$ cat src/rtl/l1d_bus_hand.sv
// l1d_bus_hand: turns one L1D line refill/writeback into four single-beat TL-UL transactions.
// Optional D-channel watchdog: define L1D_BUS_TIMEOUT_EN.
module l1d_bus_hand #(
  parameter int TIMEOUT_CYCLES = 255
) (
  input  logic        clk,
  input  logic        rst,
  input  logic [1:0]  FSM_current_state,
  input  logic [31:0] Transform_aBitsData,
  input  logic [31:0] Transform_aBitsAddress,
  output logic        Bus_hand_DataRdBusCond,
  output logic        Bus_hand_DataWrtBusCond,
  output logic        Bus_hand_RW,
  output logic [31:0] Bus_hand_dBitsData,
  output logic        Bus_hand_Error,
  output logic        a_valid,
  input  logic        a_ready,
  output logic [2:0]  a_opcode,
  output logic [31:0] a_address,
  output logic [31:0] a_data,
  output logic [3:0]  a_mask,
  input  logic        d_valid,
  output logic        d_ready,
  input  logic [2:0]  d_opcode,
  input  logic [31:0] d_data,
  input  logic        d_error
);

  typedef enum logic [2:0] {
    S_IDLE, S_W_LOAD, S_CAP, S_A_REQ, S_D_WAIT, S_R_ACK, S_DONE
  } state_t;

  localparam logic [1:0] FSM_WRITE_BUS = 2'b01;
  localparam logic [1:0] FSM_READ_BUS  = 2'b10;
  localparam logic [2:0] OP_GET        = 3'd4;
  localparam logic [2:0] OP_PUT_FULL   = 3'd0;
  localparam logic [2:0] OP_ACK        = 3'd0;
  localparam logic [2:0] OP_ACK_DATA   = 3'd1;

  state_t      state_q, state_d;
  logic [1:0]  beat_q, beat_d;
  logic        rw_q, rw_d;
  logic        err_q, err_d;
  logic [2:0]  a_opcode_q, a_opcode_d;
  logic [31:0] a_address_q, a_address_d;
  logic [31:0] a_data_q, a_data_d;
  logic [3:0]  a_mask_q, a_mask_d;
  logic [31:0] rdata_q, rdata_d;
  logic        tmo_hit;

`ifdef L1D_BUS_TIMEOUT_EN
  logic [7:0]  tmo_q, tmo_d;
  assign tmo_hit = (state_q == S_D_WAIT) && (tmo_q == 8'(TIMEOUT_CYCLES - 1));
`else
  // Watchdog compiled out; the parameter stays referenced so both builds share one interface.
  assign tmo_hit = 1'b0 && (TIMEOUT_CYCLES > 0);
`endif

  assign Bus_hand_RW        = rw_q;
  assign Bus_hand_Error     = err_q;
  assign Bus_hand_dBitsData = rdata_q;
  assign a_opcode           = a_opcode_q;
  assign a_address          = a_address_q;
  assign a_data             = a_data_q;
  assign a_mask             = a_mask_q;

  always_comb begin
    state_d                 = state_q;
    beat_d                  = beat_q;
    rw_d                    = rw_q;
    err_d                   = err_q;
    a_opcode_d              = a_opcode_q;
    a_address_d             = a_address_q;
    a_data_d                = a_data_q;
    a_mask_d                = a_mask_q;
    rdata_d                 = rdata_q;
    a_valid                 = 1'b0;
    d_ready                 = 1'b0;
    Bus_hand_DataRdBusCond  = 1'b0;
    Bus_hand_DataWrtBusCond = 1'b0;
`ifdef L1D_BUS_TIMEOUT_EN
    tmo_d                   = tmo_q;
`endif

    unique case (state_q)
      S_IDLE: begin
        if (FSM_current_state == FSM_READ_BUS) begin
          state_d = S_CAP;
          rw_d    = 1'b1;
          beat_d  = 2'd0;
          err_d   = 1'b0;
        end else if (FSM_current_state == FSM_WRITE_BUS) begin
          state_d = S_W_LOAD;
          rw_d    = 1'b0;
          beat_d  = 2'd0;
          err_d   = 1'b0;
        end
      end

      S_W_LOAD: begin
        Bus_hand_DataWrtBusCond = 1'b1;
        state_d                 = S_CAP;
      end

      S_CAP: begin
        a_address_d = Transform_aBitsAddress & ~32'h3;
        a_mask_d    = 4'hF;
        if (rw_q) begin
          a_opcode_d = OP_GET;
          a_data_d   = 32'h0;
        end else begin
          // The same strobe that captures word n shifts the transform to word n+1.
          a_opcode_d              = OP_PUT_FULL;
          a_data_d                = Transform_aBitsData;
          Bus_hand_DataWrtBusCond = 1'b1;
        end
        state_d = S_A_REQ;
      end

      S_A_REQ: begin
        a_valid = 1'b1;
        if (a_ready) begin
          state_d = S_D_WAIT;
`ifdef L1D_BUS_TIMEOUT_EN
          tmo_d   = 8'd0;
`endif
        end
      end

      S_D_WAIT: begin
        d_ready = !tmo_hit;
`ifdef L1D_BUS_TIMEOUT_EN
        tmo_d   = tmo_q + 8'd1;
`endif
        if (tmo_hit) begin
          err_d   = 1'b1;
          state_d = S_DONE;
        end else if (d_valid) begin
          if (d_error || (d_opcode != (rw_q ? OP_ACK_DATA : OP_ACK))) begin
            err_d = 1'b1;
          end
          if (rw_q) begin
            rdata_d = d_data;
            state_d = S_R_ACK;
          end else if (beat_q == 2'd3) begin
            state_d = S_DONE;
          end else begin
            beat_d  = beat_q + 2'd1;
            state_d = S_CAP;
          end
        end
      end

      S_R_ACK: begin
        Bus_hand_DataRdBusCond = 1'b1;
        if (beat_q == 2'd3) begin
          state_d = S_DONE;
        end else begin
          beat_d  = beat_q + 2'd1;
          state_d = S_CAP;
        end
      end

      S_DONE: begin
        // Stay until the L1D FSM leaves the requesting state so one request yields one burst.
        if (FSM_current_state != (rw_q ? FSM_READ_BUS : FSM_WRITE_BUS)) begin
          state_d = S_IDLE;
          rw_d    = 1'b0;
        end
      end

      default: state_d = S_IDLE;
    endcase
  end

  always_ff @(posedge clk) begin
    if (rst) begin
      state_q     <= S_IDLE;
      beat_q      <= 2'd0;
      rw_q        <= 1'b0;
      err_q       <= 1'b0;
      a_opcode_q  <= 3'd0;
      a_address_q <= 32'h0;
      a_data_q    <= 32'h0;
      a_mask_q    <= 4'h0;
      rdata_q     <= 32'h0;
`ifdef L1D_BUS_TIMEOUT_EN
      tmo_q       <= 8'd0;
`endif
    end else begin
      state_q     <= state_d;
      beat_q      <= beat_d;
      rw_q        <= rw_d;
      err_q       <= err_d;
      a_opcode_q  <= a_opcode_d;
      a_address_q <= a_address_d;
      a_data_q    <= a_data_d;
      a_mask_q    <= a_mask_d;
      rdata_q     <= rdata_d;
`ifdef L1D_BUS_TIMEOUT_EN
      tmo_q       <= tmo_d;
`endif
    end
  end

endmodule
$ cat config.mk
export PLATFORM = sky130hd
export DESIGN_NAME = l1d_bus_hand
export DESIGN_NICKNAME = d
export VERILOG_FILES = /design/src/rtl/l1d_bus_hand.sv
export SDC_FILE = /design/constraint.sdc
export NUM_CORES = 1
export LEC_CHECK = 0
export CORE_MARGIN = 3
export CORE_UTILIZATION = 44
export CTS_BUF_LIST = sky130_fd_sc_hd__clkbuf_8
export CTS_CLUSTER_DIAMETER = 30
export DETAILED_ROUTE_END_ITERATION = 6
export PLACE_DENSITY = 0.89
export SYNTH_ARGS = -nofsm -noshare
export SYNTH_HDL_FRONTEND = slang
export SYNTH_SLANG_ARGS = --single-unit
export TNS_END_PERCENT = 10
$ cat constraint.sdc
create_clock -name clk -period 3.95 [get_ports clk]
set_clock_uncertainty 0.1 [all_clocks]
set_input_delay 0.395 -clock clk [delete_from_list [all_inputs] [get_ports clk]]
set_output_delay 0.395 -clock clk [all_outputs]
set_load 0.02 [all_outputs]
**After elaboration in Yosys (flattened, before gate mapping)**

Cells that the tools add are included.

- Flip-flop bits (word level): 105
- Word-level logic and storage cells: 68
- Bits of input ports: 106

- $add $sub $neg: 1
- Reduce and logical (&&, ||, !) cells: 10
- Muxes and demuxes: 31
- Equality and inequality tests: 17

Operator list:

| kind | count |
|---|---|
| 32-bit 2-to-1 mux | 1 |
| 3-bit 2-to-1 mux | 8 |
| 3-bit case mux with 7 select lines | 1 |
| 2-bit 2-to-1 mux | 6 |
| 4-bit AND reduction | 3 |
| 1-bit 2-to-1 mux | 11 |
| 2-bit != test, second input constant | 5 |
| 3-bit == test, second input constant | 3 |
| 3-bit by 2-bit == test with 1-bit output, second input constant | 2 |
| 1-bit case mux with 2 select lines | 3 |
| 2-bit case mux with 3 select lines | 1 |
| 3-bit AND reduction | 2 |
| 2-bit == test, second input constant | 2 |
| 2-bit nonzero test | 2 |
| 3-bit by 1-bit == test with 1-bit output, second input constant | 1 |
| 3-bit zero test | 1 |
| 3-bit by 1-bit != test with 1-bit output | 1 |
| 3-bit != test, second input constant | 1 |
| 3-bit nonzero test | 1 |
| 2-bit by 1-bit adder with 2-bit output, second input constant | 1 |
| 2-bit by 1-bit == test with 1-bit output, second input constant | 1 |
| 2-bit != test | 1 |
| 1-bit logical OR | 1 |

**Depth between registers and ports, before layout**

Gate-level depths: netlist of the first run.

- Depth after elaboration: 6
- Gate-level depth with buffers: 6
- Mapped depth without buffers: 6

**Worst setup path before layout of the first run**

No wires, ideal clock.

- Path type: input-to-reg
- From: input port FSM_current_state[0]
- To: register beat_q[1]
- Path slack: 2.280 ns
- Cell stages on the path: 6
- Data arrival time: 1.455 ns
- Cells stage by stage: inv_1 ha_1 nor2_1 o221a_2 and4_1 o21ba_2

- Word-level cells in the longest chain between the ends: 3
- Elaborated cells between the ends (all ways): 6
- Classes of those cells: eq/ne (3); mux (2); reduce/logical (1)

RTL lines:

| element | RTL line | text |
|---|---|---|
| start, declared | 8 | `input logic [1:0] FSM_current_state,` |
| 2-bit == test / 2-bit by 1-bit == test with 1-bit output (equally long branches) | 87, 92 |  |
| 3-bit != test (no line) / 2-bit 2-to-1 mux (equally long branches) | n/a |  |
| 4-bit AND reduction (no line) / 2-bit case mux with 3 select lines (equally long branches) | n/a |  |
| end signal, assigned | 192 | `beat_q <= beat_d;` |
| end, declared | 41 | `logic [1:0] beat_q, beat_d;` |

Parallel ways exist; a longest one is shown, timed or not.
A chain may end at the register's enable or synchronous reset.

**Worst setup path after layout of the first run**

- From: register state_q[1]
- To: output port Bus_hand_DataWrtBusCond

- Word-level cells in the longest chain between the ends: 2
- Elaborated cells between the ends (all ways): 3
- Classes of those cells: eq/ne (2); mux (1)

RTL lines:

| element | RTL line | text |
|---|---|---|
| start, declared | 40 | `state_t state_q, state_d;` |
| start signal, assigned | 191 | `state_q <= state_d;` |
| 3-bit by 2-bit == test with 1-bit output / 3-bit by 1-bit == test with 1-bit output (equally long branches) | 85 | `unique case (state_q)` |
| 1-bit case mux with 2 select lines * | 85 |  |
| end, declared | 12 | `output logic Bus_hand_DataWrtBusCond,` |

Every way passes the cells marked *; elsewhere a longest branch is shown, timed or not.

==> results of run 1 <==
==> layout make-up <==
class,instances,area [sq um]
clock buffers,11,151
clock inverters,5,41.3
fillers,671,2560
inverters,3,11.3
multi-input cells,352,1740
flip-flops and latches,103,2060
well taps,108,135
repair buffers,211,2100
==> cells in the final DEF, fill, tap and decap left out, drive strengths merged, types with 6 or more instances in the layout <==
cell | netlist | routed
a21oi | 98 | 98
clkbuf | 17 | 11
clkdlybuf4s50 | 0 | 207
dfxtp | 103 | 103
nand2 | 163 | 163
nand3b | 33 | 33
nor2 | 12 | 12
nor3 | 6 | 6
==> worst min path at each step <==
stage                     slack, ns                             endpoint
after CTS                      0.36             a_opcode[2]$_SDFFE_PP0N_
after global routing           0.38  Bus_hand_dBitsData[19]$_SDFFE_PP0P_
after detailed placement       0.35  Bus_hand_dBitsData[17]$_SDFFE_PP0P_
final                          0.36             a_opcode[2]$_SDFFE_PP0N_
after global placement         0.34              a_data[26]$_SDFFE_PP0N_
after floorplan                0.43               a_data[0]$_SDFFE_PP0N_
==> worst reg2reg max path, stage by stage, from the launching register on <==
cell and delay [ns]:
dfxtp_1 0.79, nor2_1 0.17, nand2_2 0.87, nand2_1 0.18
a21oi_1 0.18
==> cell families after synthesis <==
family / Yosys count
other cells: 1
fa+ha+maj: 2
buf+inv: 48
simple gates: 232
xor+xnor: 1
compound gates: 112
mux: 1
flops: 103
==> registers in the layout (all words and copies together), names as in the netlist <==
| name | cells |
|---|---|
| a_mask | 1 |
| a_data | 32 |
| a_opcode | 1 |
| state_q | 3 |
| a_address | 30 |
| Bus_hand_dBitsData | 32 |
| beat_q | 2 |
| Bus_hand_RW | 1 |
| Bus_hand_Error | 1 |
==> power breakdown <==
group	total (mW)	internal [mW]	switching, mW
sequential	1.21	1.14	0.0765
clock	0.632	0.269	0.363
combinational	0.797	0.370	0.427
==> metal layers <==
metal	vias up	track usage, %	wire length [um]
met5	-	0	0
met1	1848	25.3	4620
met2	155	38.0	5760
li1	2013	-	-
met3	20	7.99	1120
met4	0	7.87	255
==> stage by stage <==
step,power (mW),instances,utilization (%)
finish,2.64,793,70.9
global route,2.79,793,70.9
CTS,2.67,793,70.9
detailed placement,2.04,777,68.8
global placement,2.01,777,68.8
floorplan,1.67,503,-
==> run metrics, run 1 <==
CP Max Fanout 14; ant diodes 0; final setup TNS 0 ns; H-tree level count 3; Leak ~2.1 nW; post-cts resize count 0; Largest stage delay, worst path 0.65 ns; VDD IR max 236 uV; vias in the first global route 4005; clock root buffer clkbuf_8; post-route minimum period 2.72 ns; Yosys warning total 0; Seq/Total Area, Yosys 51.1%; final instance area roughly 6200 sq um; Starting Density between 40% and 50%; Synth top cells by count nand2_1 (163), dfxtp_1 (103), a21oi_1 (98); simple-gate area share of the yosys netlist 27.0%; Max-Cap Viols 0; first-pass GRT wire length 18.5 mm; post-DR wirelength/cell 14.8 um; Compound-Gate Fraction of Synth Area 14.8%; Post-DP HPWL just over 8 mm; RSZ-0062 raised after global routing false; Inserted Clock Buffers 9; post-CTS setup buffers 0; first drt pass iteration count 5; fmax 367 MHz; CTS tree done; Synth Area in XOR/XNOR 0.217%; Clock Path Buffers 2; Syn Inst Count 500; Max Slew Vio Count 0; dominant register cell in the synthesized netlist dfxtp_1; hold slack 0.357 ns; area of the die 10300 sq um; height of the die 102 um; setup slack, reg-to-reg approximately 1.6 ns; Yosys top cell by area dfxtp_1; Die Wd 102 um; Synth top area share 51.1%; startpoint types flip-flop; CP startpoint state_q[1]$_SDFFE_PP0P_; Worst Hold Depth 2; final-report hold violation count 0; Detailed Route Iter0 Violations 99; total number of vias 4036; largest family of logic cells by synthesized area simple AND/OR/NAND/NOR gates; initial antenna violation count 0; RePlAce Congestion approximately 0.85; # setup viols final 0; Max transition margin between 20 and 25%; I/O pins ~220; Core Area 8810 sq um; synth unique cells 34; worst skew pair latency 0.34 ns; Post-Synth Adder-Cell Area less than 1%; pre-CTS setup slack 1.50 ns; CP Data Required Time between 3 and 4 ns; Placed Area between 6000 and 7000 sq um; Final Cycle Share 69.0%; Worst Setup EP Bus_hand_DataWrtBusCond; num rows 34; Register-to-Register Path Depth 4; largest net degree at the start of global routing 105; synthesized flop and latch total around 100; Avg Vias per Cell 5.09; Port Buffers ~210; dominant cells by area after synthesis dfxtp_1 (51%), nand2_1 (15%), a21oi_1 (12%); Async S/R FF share, synth 0%; nets 788; run status completed; Crit path max-delay family buffers and inverters; Mapped Area 4030 sq um; Hold Path Origin a_opcode[2]$_SDFFE_PP0N_; GRT overflow 0; r2r startpoint state_q[2]$_SDFFE_PP0P_; Worst setup EP type primary output; Crit path depth 5; most instantiated library cell after synthesis nand2_1; Worst Hold Class flip-flop to flip-flop; CTS Hold Bufs 0; reg2reg end a_address[30]$_SDFFE_PP0N_; crit path kind flip-flop to primary output; DRC viols 0; Worst Path Arrival 2.23 ns; slew of the pin with the lowest slew margin 1.16 ns; DRT antenna net count 0; share of cells above drive strength 1 slightly above 4%; multiplexer share of the synthesized area 0.248%; Area Overhead vs Synth 55.0%; PwrDens 423 nW/um^2; CP Cell Sequence inv_1, nor3_1, a21oi_1, nor2_1, clkdlybuf4s50_1; Post-synth EDFFs 0; DRT Wirelength 11.7 mm; Final Worst Setup Slack 1.23 ns; CTS Sinks 103; Crit-path slowest cell dfxtp_1; gr usage total approximately 22%; Buf/Inv on CP 2; Clock transition at path regs 0.09 ns; Avg Cell Area, Syn around 8 sq um
Note: power is estimated with default switching activity, not from simulation.
==> inputs of run 2 (changes only) <==
--- a/config.mk
+++ b/config.mk
@@ -6,11 +6,11 @@
 export NUM_CORES = 1
 export LEC_CHECK = 0
 export CORE_MARGIN = 3
-export CORE_UTILIZATION = 44
+export CORE_UTILIZATION = 36
 export CTS_BUF_LIST = sky130_fd_sc_hd__clkbuf_8
 export CTS_CLUSTER_DIAMETER = 30
 export DETAILED_ROUTE_END_ITERATION = 6
-export PLACE_DENSITY = 0.89
+export PLACE_DENSITY = 0.78
 export SYNTH_ARGS = -nofsm -noshare
 export SYNTH_HDL_FRONTEND = slang
 export SYNTH_SLANG_ARGS = --single-unit
==> constraint.sdc (replaced) <==
create_clock -name clk -period 2.3 [get_ports clk]
set_clock_uncertainty 0.1 [all_clocks]
set_input_delay 0.23 -clock clk [delete_from_list [all_inputs] [get_ports clk]]
set_output_delay 0.23 -clock clk [all_outputs]
set_load 0.02 [all_outputs]
==> run 2 against run 1 <==
Die area rose by 21%. Clock-buffer cell count fell by 1. Sequential share of layout area fell by 0.74 points. Sequential power rose by 71%. Critical path depth fell by 3. First-iteration DRC count rose by 130%. Non-clock buffer count rose by 7. Final area rose by 2.4%.
==> run metrics, run 2 (synthesis results as in run 1) <==
first drt pass iteration count 6; Avg Vias per Cell about 4.9; total number of vias 4058; final core utilization between 50% and 60%; nets 795; Max Slew Vio Count 0; Inserted Clock Buffers 9; most common cell after layout, fill and taps aside clkdlybuf4s50_1; RePlAce Congestion 0.823; ant diodes 0; DRC viols 0; crit path kind flip-flop to primary output; Worst Hold Class input pin to flip-flop; Max transition margin 62.5%; Largest stage delay, worst path 0.67 ns; CTS tree done; slew of the pin with the lowest slew margin 0.563 ns; Die Wd ~110 um; share of cells above drive strength 1 5.20%; Leak 2.19 nW; largest net degree at the start of global routing 65; gr usage total between 10% and 20%; VDD IR max 354 uV; Clock transition at path regs 0.09 ns; DRT antenna net count 0; CP Cell Sequence buf_4, clkdlybuf4s50_1; CP Data Required Time 1.97 ns; post-route minimum period 2.17 ns; setup slack, reg-to-reg 0.47 ns; DRT Wirelength between 10 and 15 mm; fmax 460 MHz; Area Overhead vs Synth 58.7%; run status completed; initial antenna violation count 0; Starting Density 37.0%; Crit-path slowest cell clkdlybuf4s50_1; Worst setup EP type primary output; Placed Area 6170 sq um; most frequent cells in the layout clkdlybuf4s50_1 (207), nand2_1 (162), dfxtp_1 (101), a21oi_1 (98), nand3b_1 (33); r2r startpoint state_q[2]$_SDFFE_PP0P_; Final Cycle Share 94.5%; H-tree level count 3; Clock Path Buffers 2; Max-Cap Viols 0; startpoint types flip-flop; Crit path max-delay family buffers and inverters; Buf/Inv on CP 2; worst skew pair latency 0.34 ns; PwrDens between 700 and 800 nW/um^2; reg2reg end beat_q[1]$_SDFFE_PP0P_; I/O pins between 200 and 250; post-DR wirelength/cell 13.9 um; CTS Sinks approximately 100; final instance area 6400 sq um; final setup TNS 0 ns; final-report hold violation count 0; non-filler cells, final between 800 and 900; Core Area ~11000 sq um; Detailed Route Iter0 Violations approximately 230; Final Power around 4.7 mW; Post-DP HPWL 8.36 mm; Worst Hold Depth 2; Worst Path Arrival 1.84 ns; num rows 38; Hold Path Origin rst; first-pass GRT wire length 18.8 mm; placed cells 816; RSZ-0062 raised after global routing false; height of the die 112 um; clock root buffer clkbuf_8; GRT overflow 0; CP Max Fanout 38; Register-to-Register Path Depth 5; Port Buffers ~210; # setup viols final 0; vias in the first global route 4014; area of the die 12500 sq um; hold endpoint a_data[10]$_SDFFE_PP0N_
==> run 2: cell count changes in the layout (fill, tap and decap cells not counted) <==
cell	before	now
dfxtp_1	103	101
clkinv_2	0	1
inv_6	1	0
inv_1	3	4
dfxtp_2	0	2
buf_4	4	9
clkinvlp_4	2	1
clkbuf_8	11	10
bufinv_16	0	2
clkinv_4	2	1
buf_12	0	2
==> run 2: worst max-delay path by stage <==
stage	from	endpoint	slack (ns)	depth (start not counted)
finish	Bus_hand_RW$_SDFFE_PP0P_	Bus_hand_RW	0.13	2
CTS	state_q[2]$_SDFFE_PP0P_	Bus_hand_DataRdBusCond	0.03	3
global placement	FSM_current_state[0]	beat_q[1]$_SDFFE_PP0P_	0.31	7
global route	Bus_hand_RW$_SDFFE_PP0P_	Bus_hand_RW	0.04	2
floorplan	FSM_current_state[0]	beat_q[1]$_SDFFE_PP0P_	0.80	6
detailed placement	FSM_current_state[0]	beat_q[1]$_SDFFE_PP0P_	0.28	7
==> run 2: layout make-up <==
class	count	area [sq um]
fillers	952	4490
repair buffers	218	2180
flip-flops and latches	103	2060
multi-input cells	352	1740
well taps	140	175
clock buffers	10	138
clock inverters	6	85.1
inverters	3	11.3
==> run 2: routing by layer <==
| metal | part of all wire [%] | up-vias | routed length (um) | global-route usage (%) |
|---|---|---|---|---|
| li1 | - | 2017 | - | - |
| met2 | 47 | 163 | 5480 | 29.8 |
| met5 | 0 | - | 0 | 0 |
| met3 | 9.6 | 22 | 1110 | 6.58 |
| met1 | 41 | 1856 | 4740 | 21.0 |
| met4 | 2.4 | 0 | 274 | 7.06 |
==> run 2: power by group <==
group / leakage (nW) / total [mW] / switching [mW] / internal [mW]
Sequential: 0.837 / 2.07 / 0.113 / 1.95
Clock: 0.114 / 1.24 / 0.600 / 0.640
Combinational: 1.24 / 1.42 / 0.753 / 0.672
Total: 2.19 / 4.73 / 1.47 / 3.26
==> run 2: repair_timing <==
item                       CTS  global route
gates cloned                 0             0
hold buffers                 0             0
setup buffers                0             0
setup endpoints to repair    2             2
gates resized for setup      1             1
==> run 2: metrics by stage <==
| stage | hold slack, ns | setup WS (ns) |
|---|---|---|
| floorplan | 0.266 | 0.795 |
| finish | 0.261 | 0.127 |
| global route | 0.269 | 0.0443 |
| CTS | 0.246 | 0.0304 |
| global placement | 0.337 | 0.307 |
| detailed placement | 0.345 | 0.280 |
==> inputs of run 3 (changes only) <==
--- a/config.mk
+++ b/config.mk
@@ -5,7 +5,7 @@
 export SDC_FILE = /design/constraint.sdc
 export NUM_CORES = 1
 export LEC_CHECK = 0
-export CORE_MARGIN = 3
+export CORE_MARGIN = 1
 export CORE_UTILIZATION = 36
 export CTS_BUF_LIST = sky130_fd_sc_hd__clkbuf_8
 export CTS_CLUSTER_DIAMETER = 30
==> run 3 against run 2 <==
Register-to-register slack better by 0.15 ns. Total power is 2.1% lower. Clock-buffer cell count is the same. Setup slack improved by 0.016 ns. Wire length is 2.6% lower. Final cell count unchanged. First-iteration DRC count down 17%. Highest routed layer unchanged. Worst hold slack worse by 0.044 ns. Critical path depth did not move.
==> run metrics, run 3 (synthesis results as in run 1) <==
DRC viols 0; final instance area 6370 sq um; CP Data Required Time ~2.0 ns; area of the multi-input gates 1740 sq um; clock root buffer clkbuf_8; Filler cells roughly 960; I/O pins roughly 220; Post-DP HPWL between 7 and 8 mm; most common cell after layout, fill and taps aside clkdlybuf4s50_1; largest net degree at the start of global routing 59; ant diodes 0; Die Wd around 110 um; Core Area 10900 sq um; non-filler cells, final between 800 and 900; hold slack 0.217 ns; final-report hold violation count 0; Port Buffers around 210; # setup viols final 0; Max-Cap Viols 0; pre-CTS setup slack 0.204 ns; setup slack, reg-to-reg 0.62 ns; area of the die 11600 sq um; CTS Sinks 103; final setup TNS 0 ns; hold endpoint state_q[0]$_SDFFE_PP0P_; first-pass GRT wire length roughly 17 mm; RSZ-0062 raised after global routing false; Starting Density 37.0%; Sequential Area 2060 sq um; total number of vias 4057; post-DR wirelength/cell about 14 um; Inserted Clock Buffers 9; Avg Vias per Cell 4.88; VDD IR max around 400 uV; CP Cell Sequence buf_4, clkdlybuf4s50_1; Detailed Route Iter0 Violations around 190; Crit-path slowest cell clkdlybuf4s50_1; H-tree level count 3; reg2reg end Bus_hand_dBitsData[7]$_SDFFE_PP0P_; Worst Hold Depth 2; run status completed; startpoint types flip-flop; Final Worst Setup Slack approximately 0.14 ns; RePlAce Congestion 0.886; placed cells 816; Clock transition at path regs 0.09 ns; Worst setup EP type primary output; vias in the first global route between 3000 and 4000; DRT Wirelength ~11 mm; most frequent cells in the layout clkdlybuf4s50_1 (207), nand2_1 (162), dfxtp_1 (101), a21oi_1 (98), nand3b_1 (33); Hold Path Origin rst; Worst Hold Class input pin to flip-flop; CP Max Fanout 38; r2r startpoint state_q[1]$_SDFFE_PP0P_; Final Cycle Share 93.8%; share of cells above drive strength 1 under 10%; Placed Area 6170 sq um; num rows 38; gr usage total 18.9%; Final Power 4.63 mW; Register-to-Register Path Depth 6; nets 795; DRT antenna net count 0; PwrDens just over 700 nW/um^2; CTS tree done; first drt pass iteration count 6; initial antenna violation count 0; Leak 2.18 nW; Max Slew Vio Count 0; Clock Path Buffers 2; post-CTS setup buffers 0; Worst Path Arrival 1.83 ns; worst skew pair latency 0.35 ns; height of the die about 110 um; Largest stage delay, worst path 0.67 ns; final core utilization 58.5%; crit path kind flip-flop to primary output; fmax approximately 460 MHz; Area Overhead vs Synth 58.1%; post-route minimum period ~2.2 ns; GRT overflow 0
run 3: cell count changes in the layout (fill, tap and decap cells not counted):
cell,before,now
clkinv_2,1,3
bufinv_16,2,1
clkinv_4,1,0
clkinvlp_4,1,2
inv_1,4,3
run 3: power by group:
group	internal, mW	switching, mW
Sequential	1.95	0.112
Combinational	0.672	0.759
Clock	0.527	0.606
Total	3.15	1.48
run 3: worst max-delay path, delay by kind of cell (launching register included):
family	cells	cell delay [ns]
buffers and inverters	2	1.03
flip-flops	1	0.45
run 3: area by class of cell:
type	instances	share of cell area, %
Multi-Input combinational cell	352	27.4
Clock buffer	10	2.16
Clock inverter	6	0.942
Timing Repair Buffer	218	34.2
Tap cell	140	2.75
Sequential cell	103	32.4
Inverter	3	0.177
run 3: layer usage:
| metal | share of wire, % | vias up | global-route usage [%] | wire length [um] |
|---|---|---|---|---|
| li1 | - | 2019 | - | - |
| met1 | 40 | 1849 | 20.1 | 4510 |
| met2 | 48 | 174 | 32.9 | 5420 |
| met3 | 11 | 15 | 7.38 | 1190 |
| met4 | 1.6 | 0 | 8.61 | 183 |
| met5 | 0 | - | 0 | 0 |
run 3: timing repair:
| item | CTS | global route |
|---|---|---|
| hold buffers | 0 | 0 |
| hold endpoints to repair | 0 | 0 |
| setup endpoints to repair | 2 | 0 |
| resized for setup | 2 | 0 |
run 3: worst max-delay path by stage:
stage                             startpoint                 endpoint  depth (start not counted)
global placement        FSM_current_state[0]   beat_q[1]$_SDFFE_PP0P_                          7
detailed placement      FSM_current_state[0]  state_q[1]$_SDFFE_PP0P_                          7
floorplan               FSM_current_state[0]   beat_q[1]$_SDFFE_PP0P_                          6
finish              Bus_hand_RW$_SDFFE_PP0P_              Bus_hand_RW                          2
global route        Bus_hand_RW$_SDFFE_PP0P_              Bus_hand_RW                          2
CTS                 Bus_hand_RW$_SDFFE_PP0P_              Bus_hand_RW                          2
